$ cat src/rtl/ofdm_symbol_mapper_pkg.sv
// Shared types and constellation constants for the OFDM symbol mapper.
// Constants are derived from the fixed-point fraction width at elaboration.
package ofdm_pkg;

  typedef enum logic {
    MODE_QAM4  = 1'b0,
    MODE_QAM16 = 1'b1
  } mode_e;

  typedef enum logic {
    ST_COLLECT = 1'b0,
    ST_EMIT    = 1'b1
  } state_e;

  // round(0.7071 * 2^frac)
  function automatic int qam4_amp(input int frac);
    return (7071 * (1 << frac) + 5000) / 10000;
  endfunction

  // round(2^frac / sqrt(10))
  function automatic int qam16_lvl(input int frac);
    return (3162 * (1 << frac) + 5000) / 10000;
  endfunction

endpackage

$ cat src/rtl/ofdm_symbol_mapper_qam_mapper.sv
// Combinational QAM4 / Gray-coded QAM16 point mapper.
// Four input bits in, sign-extended fixed-point re/im out.
module qam_mapper
  import ofdm_pkg::*;
#(
  parameter int WORD_SIZE = 16,
  parameter int FRACTION  = 8
) (
  input  logic [3:0]                  bits,
  input  mode_e                       mode,
  output logic signed [WORD_SIZE-1:0] re,
  output logic signed [WORD_SIZE-1:0] im
);

  localparam logic signed [WORD_SIZE-1:0] A =
    WORD_SIZE'(qam4_amp(FRACTION));
  localparam logic signed [WORD_SIZE-1:0] L1 =
    WORD_SIZE'(qam16_lvl(FRACTION));
  localparam logic signed [WORD_SIZE-1:0] L3 =
    WORD_SIZE'(3 * qam16_lvl(FRACTION));

  function automatic logic signed [WORD_SIZE-1:0] gray4(
    input logic [1:0] p
  );
    logic signed [WORD_SIZE-1:0] v;
    unique case (p)
      2'b00:   v = -L3;
      2'b01:   v = -L1;
      2'b11:   v = L1;
      default: v = L3;
    endcase
    return v;
  endfunction

  always_comb begin
    re = '0;
    im = '0;
    unique case (mode)
      MODE_QAM16: begin
        re = gray4(bits[1:0]);
        im = gray4(bits[3:2]);
      end
      default: begin
        re = bits[0] ? -A : A;
        im = bits[1] ? -A : A;
      end
    endcase
  end

endmodule

$ cat src/rtl/ofdm_symbol_mapper.sv
// Streaming OFDM symbol builder: byte stream in, N_FFT bins out.
// Define OFDM_HERMITIAN_EN to mirror conj(data) into the upper bins.
module ofdm_symbol_mapper
  import ofdm_pkg::*;
#(
  parameter int WORD_SIZE = 16,
  parameter int FRACTION  = 8,
  parameter int N_FFT     = 32,
  parameter int N_DATA    = 8
) (
  input  logic                        i_clk,
  input  logic                        i_rst,
  input  logic                        i_mode,
  input  logic [7:0]                  i_byte,
  input  logic                        i_valid,
  output logic                        o_ready,
  output logic signed [WORD_SIZE-1:0] o_re,
  output logic signed [WORD_SIZE-1:0] o_im,
  output logic [$clog2(N_FFT)-1:0]    o_index,
  output logic                        o_valid,
  input  logic                        i_ready,
  output logic                        o_sof,
  output logic                        o_eof
);

  localparam int IW    = $clog2(N_FFT);
  localparam int BUF_W = N_DATA * 4;
  localparam int NB16  = N_DATA / 2;
  localparam int NB4   = N_DATA / 4;
  localparam int CW    = $clog2(NB16);
  localparam logic [IW-1:0] LAST = IW'(N_FFT - 1);

  state_e                      state_q, state_d;
  mode_e                       mode_q, mode_d, mode_eff;
  logic                        ready_q, ready_d;
  logic [CW-1:0]               cnt_q, cnt_d;
  logic [BUF_W-1:0]            buf_q, buf_d;
  logic                        valid_q, valid_d;
  logic                        sof_q, sof_d;
  logic                        eof_q, eof_d;
  logic [IW-1:0]               idx_q, idx_d;
  logic signed [WORD_SIZE-1:0] re_q, re_d;
  logic signed [WORD_SIZE-1:0] im_q, im_d;
  logic                        accept, last_byte;

  logic [IW-1:0]               nxt_idx, src_k, src_m1;
  logic [IW+1:0]               sh;
  logic [BUF_W-1:0]            shifted;
  logic [3:0]                  sym_bits;
  logic                        in_band, conj;
  logic signed [WORD_SIZE-1:0] map_re, map_im;
  logic signed [WORD_SIZE-1:0] bin_re, bin_im;

  assign o_ready = ready_q;
  assign o_valid = valid_q;
  assign o_sof   = sof_q;
  assign o_eof   = eof_q;
  assign o_index = idx_q;
  assign o_re    = re_q;
  assign o_im    = im_q;

  // Content of the bin that follows the one currently presented.
  always_comb begin
    nxt_idx = idx_q + IW'(1);
    src_k   = '0;
    in_band = 1'b0;
    conj    = 1'b0;
    if (nxt_idx != '0 && nxt_idx <= IW'(N_DATA)) begin
      src_k   = nxt_idx;
      in_band = 1'b1;
    end
`ifdef OFDM_HERMITIAN_EN
    else if (nxt_idx >= IW'(N_FFT - N_DATA)) begin
      src_k   = IW'(N_FFT) - nxt_idx;
      in_band = 1'b1;
      conj    = 1'b1;
    end
`endif
    src_m1 = src_k - IW'(1);
    if (mode_q == MODE_QAM16) sh = {src_m1, 2'b00};
    else                      sh = {1'b0, src_m1, 1'b0};
    shifted = buf_q >> sh;
    if (mode_q == MODE_QAM16) sym_bits = shifted[3:0];
    else                      sym_bits = {2'b00, shifted[1:0]};
    bin_re = in_band ? map_re : '0;
    bin_im = '0;
    if (in_band) bin_im = conj ? -map_im : map_im;
  end

  qam_mapper #(
    .WORD_SIZE (WORD_SIZE),
    .FRACTION  (FRACTION)
  ) u_qam (
    .bits (sym_bits),
    .mode (mode_q),
    .re   (map_re),
    .im   (map_im)
  );

  always_comb begin
    state_d  = state_q;
    mode_d   = mode_q;
    cnt_d    = cnt_q;
    buf_d    = buf_q;
    valid_d  = valid_q;
    sof_d    = sof_q;
    eof_d    = eof_q;
    idx_d    = idx_q;
    re_d     = re_q;
    im_d     = im_q;
    accept   = i_valid & ready_q;
    mode_eff = (cnt_q == '0) ? mode_e'(i_mode) : mode_q;
    if (mode_eff == MODE_QAM16) last_byte = (cnt_q == CW'(NB16 - 1));
    else                        last_byte = (cnt_q == CW'(NB4 - 1));
    unique case (state_q)
      ST_COLLECT: begin
        if (accept) begin
          buf_d[{cnt_q, 3'b000} +: 8] = i_byte;
          mode_d = mode_eff;
          if (last_byte) begin
            state_d = ST_EMIT;
            cnt_d   = '0;
            valid_d = 1'b1;
            sof_d   = 1'b1;
            eof_d   = 1'b0;
            idx_d   = '0;
            re_d    = '0;
            im_d    = '0;
          end else begin
            cnt_d = cnt_q + CW'(1);
          end
        end
      end
      ST_EMIT: begin
        if (valid_q && i_ready) begin
          if (idx_q == LAST) begin
            state_d = ST_COLLECT;
            valid_d = 1'b0;
            sof_d   = 1'b0;
            eof_d   = 1'b0;
            idx_d   = '0;
            re_d    = '0;
            im_d    = '0;
          end else begin
            idx_d = nxt_idx;
            re_d  = bin_re;
            im_d  = bin_im;
            sof_d = 1'b0;
            eof_d = (nxt_idx == LAST);
          end
        end
      end
      default: state_d = ST_COLLECT;
    endcase
    ready_d = (state_d == ST_COLLECT);
  end

  always_ff @(posedge i_clk or negedge i_rst) begin
    if (!i_rst) begin
      state_q <= ST_COLLECT;
      mode_q  <= MODE_QAM4;
      ready_q <= 1'b0;
      cnt_q   <= '0;
      buf_q   <= '0;
      valid_q <= 1'b0;
      sof_q   <= 1'b0;
      eof_q   <= 1'b0;
      idx_q   <= '0;
      re_q    <= '0;
      im_q    <= '0;
    end else begin
      state_q <= state_d;
      mode_q  <= mode_d;
      ready_q <= ready_d;
      cnt_q   <= cnt_d;
      buf_q   <= buf_d;
      valid_q <= valid_d;
      sof_q   <= sof_d;
      eof_q   <= eof_d;
      idx_q   <= idx_d;
      re_q    <= re_d;
      im_q    <= im_d;
    end
  end

endmodule
$ cat config.mk
export PLATFORM = sky130hd
export DESIGN_NAME = ofdm_symbol_mapper
export DESIGN_NICKNAME = d
export VERILOG_FILES = /design/src/rtl/ofdm_symbol_mapper_pkg.sv /design/src/rtl/ofdm_symbol_mapper_qam_mapper.sv /design/src/rtl/ofdm_symbol_mapper.sv
export SDC_FILE = /design/constraint.sdc
export NUM_CORES = 1
export LEC_CHECK = 0
export CAP_MARGIN = 15
export CORE_UTILIZATION = 58
export DETAILED_ROUTE_END_ITERATION = 6
export GPL_ROUTABILITY_DRIVEN = 1
export MAX_ROUTING_LAYER = met4
export PLACE_DENSITY = 0.82
export SYNTH_ARGS = -nofsm -noshare
export SYNTH_HDL_FRONTEND = slang
export SYNTH_HIERARCHICAL = 1
export SYNTH_SLANG_ARGS = --single-unit
$ cat constraint.sdc
create_clock -name i_clk -period 5.95 [get_ports i_clk]
set_clock_uncertainty 0.1 [all_clocks]
set_input_delay 1.19 -clock i_clk [delete_from_list [all_inputs] [get_ports i_clk]]
set_output_delay 1.19 -clock i_clk [all_outputs]
set_load 0.1 [all_outputs]
==> out/qor.csv <==
metric,value,unit
yosys.area.top_type,dfrtp_1,
path_max_fanout,13,
setup_viol,0,
synth_top_area_frac,0.407,
die_h,92.3,um
syn_inst,518,
io_pins,54,
gp_congestion,1.03,
overflow,0,
maxCapViolCount,0,
yosys-top-cells-area,"dfrtp_1 41%, nand2_1 7.8%, a22o_1 5.9%, o21ai_0 5.6%, ha_1 3.7%",
synth_edf_count,0,
grt_pass1_wl,19600,um
wl_per_cell,18.7,um
syn_to_final_growth,13.8,%
tightestPinTransition,1.03,ns
cts-htree-levels,3,
diodes,0,
clock_latency,0.35,ns
max_freq,178,MHz
nFillCells,637,
slew_violations,0,
ys_top_cells_by_count,"98 x nand2_1, 77 x dfrtp_1, 53 x o21ai_0",
nets,571,
synth_cell_types,75,
avgSynthCellArea,9.13,um2
period_share,0.946,
hold_class,flip-flop to flip-flop,
place_hpwl,8730,um
core.rowCount,32,
drt-total-wl,12100,um
ant_nets,0,
ys_ff_latch,77,
ys_seq_area_frac,0.407,
grt_max_degree,78,
cp_data_required_time,6.14,ns
hold_violations,0,
hold_buffers,0,
cts_tree,done,
clkTransAtPathRegs,0.09,ns
drive_gt1_frac,0.0893,
grt_setup_unrepaired,no,
synthMostInstantiatedCell,nand2_1,
core_area,7810,um2
initial_core_util,0.606,
syn_area,4730,um2
cts.repair.resized,0,
post_cts_buffers,0,
ys.flop_type,dfrtp_1,
endpoint_kind,flip-flop,
clockBufferDepth,2,
period_needed,5.63,ns
clkSinkCount,77,
multiInputGateArea,2470,um2
start_kind,flip-flop,
tns,0,ns
cts_buffers,9,
drcViolationCount,0,
antenna_found_initial,0,
relSlewSlack,0.311,
die_w,92.3,um
status,"finished, final reports clean",
cts_root_buffer,clkbuf_8,
yosys_warnings,6,
dr.pass1.iters,6,
worst-setup-path-type,flip-flop to flip-flop,
first_iter_violations,290,
drt-vias-per-instance,6.28,
regArea,1930,um2
ys_async_sr_fraction,1.00,
die-area,8520,um2
grt_usage,0.308,
via_count,4089,
first_global_vias,3807,
critPathArrivalTime,5.82,ns
portBuffers,53,
## sequential cells by signal, summed over array words and instances, names as in the netlist
signal and count:
buf_q 32, cnt_q 2, mode_q 1, o_eof 1, o_im 16, o_index 5, o_re 16, o_ready 1
o_sof 1, o_valid 1, state_q 1
## metal layers
| metal | routed length (um) | global-route usage |
|---|---|---|
| met3 | 573 | 0.0476 |
| met1 | 5380 | 0.418 |
| met2 | 5820 | 0.473 |
| met5 | 0 | - |
| met4 | 378 | 0.111 |
## cell usage in the layout (no fill, tap or decap), types with 6 or more instances in the layout
cell type        instances
nand2_1                 98
dfrtp_1                 77
o21ai_0                 53
clkdlybuf4s50_1         52
a22o_1                  32
nor2_1                  20
inv_1                   15
ha_1                    14
a21oi_1                 12
nand2b_1                10
clkbuf_8                 9
buf_4                    9
mux2i_1                  8
nand3_1                  8
nor3_1                   6
o21a_1                   6
## layout make-up
cell class	count	share of cell area
clock buffer	9	0.0230
clock inverter	7	0.0107
timing repair buffer	62	0.114
multi-input combinational	378	0.459
inverter	16	0.0112
sequential	77	0.358
tap	102	0.0237
## worst max-delay path: stages, from the launching register on
cell	delay [ns]
dfrtp_1	0.54
ha_1	0.45
and3_1	0.22
ha_1	0.33
nor2_1	0.31
o21ai_2	0.17
nor2_2	0.13
inv_1	0.05
ha_1	0.51
nor2b_1	0.41
a21o_1	0.26
nand2_1	0.08
a311o_1	0.31
a21oi_1	0.29
inv_1	0.12
ha_1	0.21
nand2b_1	0.19
o21ai_1	0.66
a22o_1	0.24
## final timing paths
path,start,end,slack [ns],cells past startpoint
max in group asynchronous,i_rst,o_re[8],4.25,1
max reg2reg,o_index[1],o_im[13],0.32,18
min,buf_q[4],buf_q[4],0.38,2
max,o_index[1],o_im[13],0.32,18
min reg2reg,buf_q[4],buf_q[4],0.38,2
min in group asynchronous,i_rst,buf_q[7],0.87,1
## metrics by stage
| stage | worst slack [ns] | area, um2 | instances | utilization | hold WS, ns |
|---|---|---|---|---|---|
| finish | 0.322 | 5380 | 651 | 0.689 | 0.385 |
| global route | 0.0201 | 5380 | 651 | 0.689 | 0.420 |
| CTS | 0.480 | 5360 | 650 | 0.686 | 0.386 |
| detailed placement | 0.488 | 5170 | 634 | 0.663 | 0.366 |
| global placement | 0.792 | 5170 | 634 | 0.663 | 0.361 |
| floorplan | 0.107 | 4730 | 519 | - | 0.344 |
## cell families after synthesis
logic type               share of synthesized area
adder cells (fa/ha/maj)                     0.0370
multiplexers                                0.0336
AND/OR/NAND/NOR                              0.174
buffers and inverters                       0.0730
flip-flops                                   0.407
AO/OA/AOI/OAI                                0.256
XOR/XNOR                                    0.0185
other                                     0.000793
Power is not shown: default switching activity piles up to over one toggle a cycle in this logic, so the estimate is an artifact.
